$ cat src/rtl/multicycle_ctrl.sv
// multicycle_ctrl
//   Multicycle sequencer for a small processor datapath (PC, instruction memory,
//   IR, register file, ALU, data memory). Each instruction is stepped through
//   FETCH / DECODE / execute-class states. All datapath enables and selects are
//   decoded from the state register. The only exception is the IR fields that
//   qualify a state (condition result, i_bit, opcode, u_bit).
//
//   Inputs : clk, rst (async, active-high), start (run level),
//            cond/op/i_bit/opcode/u_bit/s_bit/l_bit (IR fields), alu_flags (NZCV)
//   Outputs: pc_we, pc_src, ir_we, reg_we, mem_we, alu_src_b, alu_ctrl[1:0],
//            imm_src[1:0], result_sel, flags[3:0] (registered NZCV), busy,
//            instr_done (last state of an instruction), illegal (DECODE only)
module multicycle_ctrl (
   input  logic       clk,
   input  logic       rst,
   input  logic       start,
   input  logic [3:0] cond,
   input  logic [1:0] op,
   input  logic       i_bit,
   input  logic [3:0] opcode,
   input  logic       u_bit,
   input  logic       s_bit,
   input  logic       l_bit,
   input  logic [3:0] alu_flags,
   output logic       pc_we,
   output logic       pc_src,
   output logic       ir_we,
   output logic       reg_we,
   output logic       mem_we,
   output logic       alu_src_b,
   output logic [1:0] alu_ctrl,
   output logic [1:0] imm_src,
   output logic       result_sel,
   output logic [3:0] flags,
   output logic       busy,
   output logic       instr_done,
   output logic       illegal
);

   typedef enum logic [3:0] {
      S_IDLE     = 4'd0,
      S_FETCH    = 4'd1,
      S_DECODE   = 4'd2,
      S_EXECUTE  = 4'd3,
      S_ALUWB    = 4'd4,
      S_MEMADR   = 4'd5,
      S_MEMREAD  = 4'd6,
      S_MEMWB    = 4'd7,
      S_MEMWRITE = 4'd8,
      S_BRANCH   = 4'd9
   } state_t;

   localparam logic [1:0] ALU_ADD = 2'b00;
   localparam logic [1:0] ALU_SUB = 2'b01;
   localparam logic [1:0] ALU_AND = 2'b10;
   localparam logic [1:0] ALU_ORR = 2'b11;

   localparam logic [1:0] IMM_DP  = 2'b00;
   localparam logic [1:0] IMM_MEM = 2'b01;
   localparam logic [1:0] IMM_BR  = 2'b10;

   state_t     state_q, state_d;
   logic [3:0] flags_q, flags_d;

   logic       opcode_ok;
   logic       decode_illegal;
   logic       decode_noop;
   logic [1:0] dp_alu_ctrl;
   logic [1:0] mem_alu_ctrl;
   logic       next_is_fetch;

   function automatic logic cond_pass(input logic [3:0] cc, input logic [3:0] nzcv);
      logic n, z, c, v;
      {n, z, c, v} = nzcv;
      case (cc)
         4'b0000: cond_pass = z;
         4'b0001: cond_pass = !z;
         4'b0010: cond_pass = c;
         4'b0011: cond_pass = !c;
         4'b0100: cond_pass = n;
         4'b0101: cond_pass = !n;
         4'b0110: cond_pass = v;
         4'b0111: cond_pass = !v;
         4'b1000: cond_pass = c & !z;
         4'b1001: cond_pass = !c | z;
         4'b1010: cond_pass = (n == v);
         4'b1011: cond_pass = (n != v);
         4'b1100: cond_pass = !z & (n == v);
         4'b1101: cond_pass = z | (n != v);
         4'b1110: cond_pass = 1'b1;
         default: cond_pass = 1'b0;
      endcase
   endfunction

   // DP opcode decode: only ADD/SUB/AND/ORR are implemented.
   always_comb begin
      opcode_ok   = 1'b1;
      dp_alu_ctrl = ALU_ADD;
      case (opcode)
         4'b0100: dp_alu_ctrl = ALU_ADD;
         4'b0010: dp_alu_ctrl = ALU_SUB;
         4'b0000: dp_alu_ctrl = ALU_AND;
         4'b1100: dp_alu_ctrl = ALU_ORR;
         default: opcode_ok   = 1'b0;
      endcase
   end

   // illegal reflects the encoding alone; a failed condition only turns the
   // instruction into a silent no-op.
   assign decode_illegal = (op == 2'b11) || ((op == 2'b00) && !opcode_ok);
   assign decode_noop    = decode_illegal || !cond_pass(cond, flags_q);
   assign mem_alu_ctrl   = u_bit ? ALU_ADD : ALU_SUB;
   assign next_is_fetch  = start;

   // State and flag registers
   always_ff @(posedge clk or posedge rst) begin
      if (rst) begin
         state_q <= S_IDLE;
         flags_q <= 4'b0000;
      end else begin
         state_q <= state_d;
         flags_q <= flags_d;
      end
   end

   // Next-state logic; every "instruction ends" state returns via next_is_fetch.
   always_comb begin
      state_d = state_q;
      flags_d = flags_q;
      case (state_q)
         S_IDLE:     state_d = start ? S_FETCH : S_IDLE;
         S_FETCH:    state_d = S_DECODE;
         S_DECODE: begin
            if (decode_noop)        state_d = next_is_fetch ? S_FETCH : S_IDLE;
            else if (op == 2'b00)   state_d = S_EXECUTE;
            else if (op == 2'b01)   state_d = S_MEMADR;
            else                    state_d = S_BRANCH;
         end
         S_EXECUTE: begin
            state_d = S_ALUWB;
            if (s_bit) flags_d = alu_flags;
         end
         S_ALUWB:    state_d = next_is_fetch ? S_FETCH : S_IDLE;
         S_MEMADR:   state_d = l_bit ? S_MEMREAD : S_MEMWRITE;
         S_MEMREAD:  state_d = S_MEMWB;
         S_MEMWB:    state_d = next_is_fetch ? S_FETCH : S_IDLE;
         S_MEMWRITE: state_d = next_is_fetch ? S_FETCH : S_IDLE;
         S_BRANCH:   state_d = next_is_fetch ? S_FETCH : S_IDLE;
         default:    state_d = S_IDLE;
      endcase
   end

   // Output decode; anything not set for a state stays 0.
   always_comb begin
      pc_we      = 1'b0;
      pc_src     = 1'b0;
      ir_we      = 1'b0;
      reg_we     = 1'b0;
      mem_we     = 1'b0;
      alu_src_b  = 1'b0;
      alu_ctrl   = ALU_ADD;
      imm_src    = IMM_DP;
      result_sel = 1'b0;
      instr_done = 1'b0;
      illegal    = 1'b0;
      busy       = (state_q != S_IDLE);
      case (state_q)
         S_FETCH: begin
            ir_we = 1'b1;
            pc_we = 1'b1;
         end
         S_DECODE: begin
            instr_done = decode_noop;
            illegal    = decode_illegal;
         end
         S_EXECUTE: begin
            alu_src_b = i_bit;
            alu_ctrl  = dp_alu_ctrl;
         end
         S_ALUWB: begin
            reg_we     = 1'b1;
            instr_done = 1'b1;
         end
         S_MEMADR, S_MEMREAD: begin
            alu_src_b = 1'b1;
            imm_src   = IMM_MEM;
            alu_ctrl  = mem_alu_ctrl;
         end
         S_MEMWB: begin
            reg_we     = 1'b1;
            result_sel = 1'b1;
            instr_done = 1'b1;
         end
         S_MEMWRITE: begin
            alu_src_b  = 1'b1;
            imm_src    = IMM_MEM;
            alu_ctrl   = mem_alu_ctrl;
            mem_we     = 1'b1;
            instr_done = 1'b1;
         end
         S_BRANCH: begin
            imm_src    = IMM_BR;
            pc_we      = 1'b1;
            pc_src     = 1'b1;
            instr_done = 1'b1;
         end
         default: ;
      endcase
   end

   assign flags = flags_q;

   // ALU_ORR/ALU_AND only appear through dp_alu_ctrl; keep them referenced.
   logic unused_ok;
   assign unused_ok = (ALU_ORR != ALU_AND);

endmodule

$ cat config.mk
export PLATFORM = sky130hd
export DESIGN_NAME = multicycle_ctrl
export DESIGN_NICKNAME = d
export VERILOG_FILES = /design/src/rtl/multicycle_ctrl.sv
export SDC_FILE = /design/constraint.sdc
export NUM_CORES = 1
export LEC_CHECK = 0
export ABC_CLOCK_PERIOD_IN_PS = 1830
export CAP_MARGIN = 10
export CORE_MARGIN = 2
export CORE_UTILIZATION = 36
export DETAILED_ROUTE_END_ITERATION = 8
export PLACE_DENSITY = 0.86
export REMOVE_ABC_BUFFERS = 1
export SETUP_SLACK_MARGIN = 0.1
export SLEW_MARGIN = 20
export SYNTH_ARGS = -nofsm -noshare
export SYNTH_HDL_FRONTEND = slang
export SYNTH_SLANG_ARGS = --single-unit
export TNS_END_PERCENT = 1
$ cat constraint.sdc
create_clock -name clk -period 1.83 [get_ports clk]
set_input_delay 0.366 -clock clk [delete_from_list [all_inputs] [get_ports clk]]
set_output_delay 0.366 -clock clk [all_outputs]
set_load 0.05 [all_outputs]
==> impl_metrics.ini <==
[synthesis]
yosysMostFrequentCell = nor2_1
synth_adder_area_share = 0.01264
synthMuxAreaShare = 0.1106
ys_ff_latch = 8
ys_types = 37
syn_inst = 102
synth_top_family_by_area = simple AND/OR/NAND/NOR gates
synth_area_leaders = dfrtp_1 (25%), mux2_2 (8.5%), nor2_1 (6.6%), o32ai_1 (5.5%), nand2_1 (5.2%)
yosysWarnings = 0
syn_area_sq_um = 792.0
synthXorXnorAreaFrac = 0.02212
post-synth-top-area-cell = dfrtp_1
yosysSeqAreaShare = 0.2528
async_flop_share = 1.000
syn_avg_cell_area_sq_um = 7.765
synth_edf_count = 0
synth-compound-area-share = 0.2117
netlist.area_leader.share = 0.2528
synth-simple-area-share = 0.3160
ys.flop_type = dfrtp_1
netlist_top_cells_count = nor2_1 (14), nand2_1 (11), dfrtp_1 (8), inv_1 (8), mux2_2 (6)

[die]
dieArea_sq_mm = 0.002591
coreArea_sq_mm = 0.002022
die_x_um = 50.91
initial_core_util = 0.3917
io_pins = 39
rows = 16
fp.dieH_um = 50.91

[route]
totalWireLength_um = 4140
first_iter_violations = 78
wl_per_cell_um = 21.02
drt-pass1-iter-count = 4
vias = 1178
drc = 0
vias_per_cell = 5.980
ant_nets = 0

[worst_setup_path]
path_class = flip-flop to primary output
end_kind = primary output
worstReg2RegStart = flags[3]$_DFFE_PP0P_
rrSetupSlack_ns = -0.25
cp.arrival_ns = 2.01
r2r-end = state_q[0]$_DFF_PP0_
worstSetupStartpointType = flip-flop
required_ns = 1.46
worstRegToRegCells = 9
crit_path_max_fanout = 5

[sta]
worst_pin_slew_ns = 0.3678
rsz0062_at_grt = yes
fin_crit_ns = 2.379
finalSetupViolations = 10
fmax_mhz = 420.3
finClkSkew_ns = 0.004682
slew_viol_final = 0
finalCritPeriodShare = 1.300
maxSlewHeadroom = 0.7540
fin_ws_ns = -0.5490
hold_viol_final = 0

[global_route]
grt.met3_usage = 0.04094
groute.layer.met1.usage = 0.3358
grt_pass1_vias = 1221
grt_usage = 0.2934
grt_max_degree = 10
antenna_found_initial = 0
top_usage_layer = met2
grtUsageMet2 = 0.5000
grt_pass1_wl_um = 5685
grt-ovfl-total = 0

[place]
dp_hpwl_um = 2511
portBuffers = 38
gp_congestion = 0.8694

[cts]
clock_latency_ns = 0.25
clkTransAtPathRegs_ns = 0.05
cts_hold_buf = 0
htreeDepth = 1
cts-root-buf = clkbuf_4
clk_path_buf_depth = 2
numCtsBuffers = 3
cts_tree = done
cts.sinks = 8

[layout]
final_util = 0.8533
syn2layout_area_growth_pct = 117.9
fin_nets = 193
fill_cells = 91
antennaDiodeCount = 0
drive_gt1_frac = 0.5294

[power]
ir_drop_v = 0.001458
powerDensity_mw_per_mm2 = 1631
leakage_nw = 0.7616
p_total_mw = 2.814

[min_path]
hold_path_class = input port to async pin

[outcome]
status = complete, but fails checks
violations = negative setup slack

[run]
max_cap_violations = 0
[placed cells by master, fill, tap and decap left out, types with 3 or more instances in the layout]
cell,netlist,final
a21oi_1,4,4
buf_12,0,13
buf_4,1,35
buf_6,0,3
clkbuf_4,0,3
clkdlybuf4s50_1,0,13
dfrtp_1,8,4
dfrtp_2,0,4
dlygate4sd2_1,0,5
inv_1,8,7
mux2_2,6,6
nand2_1,11,11
nor2_1,14,11
nor2_2,0,3
nor3_2,0,3
o32ai_1,5,4
[per-stage QoR]
stage | instances | area [sq um] | setup TNS (ns) | hold slack (ns) | setup slack [ns]
floorplan | 96 | 763.2 | -7.267 | 0.1817 | -1.301
global placement | 190 | 1513 | -3.521 | 0.6038 | -0.8372
detailed placement | 190 | 1513 | -4.587 | 0.6142 | -1.046
CTS | 195 | 1639 | -1.234 | 0.3446 | -0.4815
global route | 197 | 1725 | -2.912 | 0.3775 | -0.6318
finish | 197 | 1725 | -2.188 | 0.3464 | -0.5490
[sequential cells by signal, indices dropped and copies added, names as in the netlist]
signal,count
flags,4
state_q,4
[where the power goes]
group          internal [mW]  switching, mW
Sequential             0.264          0.139
Combinational           1.05           1.24
Clock                 0.0745         0.0528
[routing by layer]
layer | vias up | wire [um]
met4 | 0 | 208
met2 | 95 | 2051
met5 | - | 0
li1 | 507 | -
met3 | 21 | 316
met1 | 555 | 1563
[critical path, cell delays in order, from the launching register on]
cell      delay, ns
dfrtp_2        0.45
or4b_4         0.55
nand3_4        0.09
a221oi_4       0.08
a31oi_2        0.23
o21ai_1        0.08
buf_4          0.14
buf_12         0.14
[cells by family (layout without fill, tap and decap cells)]
| kind of cell | Yosys count | after routing |
|---|---|---|
| AND/OR/NAND/NOR | 46 | 46 |
| multiplexers | 8 | 8 |
| buffers and inverters | 14 | 82 |
| AO/OA/AOI/OAI | 23 | 23 |
| flip-flops | 8 | 8 |
| XOR/XNOR | 2 | 2 |
| adder cells (fa/ha/maj) | 1 | 1 |
[area by class of cell]
type / count / area [sq um] / area share
clock buffer: 3 / 22.52 / 0.01305
inverter: 8 / 30.03 / 0.01740
multi-input combinational: 80 / 680.7 / 0.3945
sequential: 8 / 205.2 / 0.1189
tap: 27 / 33.78 / 0.01958
timing repair buffer: 71 / 753.2 / 0.4365
[how the worst max path moves through the flow]
| stage | start | endpoint | cells after the start | slack [ns] |
|---|---|---|---|---|
| 2_1_floorplan | state_q[2]$_DFF_PP0_ | alu_ctrl[0] | 4 | -1.30 |
| 3_3_place_gp | cond[0] | instr_done | 8 | -0.84 |
| 3_5_place_dp | cond[0] | instr_done | 8 | -1.05 |
| 4_1_cts | flags[0]$_DFFE_PP0P_ | instr_done | 7 | -0.48 |
| 5_1_grt | flags[3]$_DFFE_PP0P_ | instr_done | 7 | -0.63 |
| 6_report | flags[3]$_DFFE_PP0P_ | instr_done | 7 | -0.55 |
[repair_timing]
item / in CTS / in global routing
setup endpoints to repair: 15 / 18
gates resized for setup: 33 / 15
pin swaps: 6 / 5
buffers inserted: 2 / 2
cloned: 0 / 0
Power figures use the tool's default switching activity.
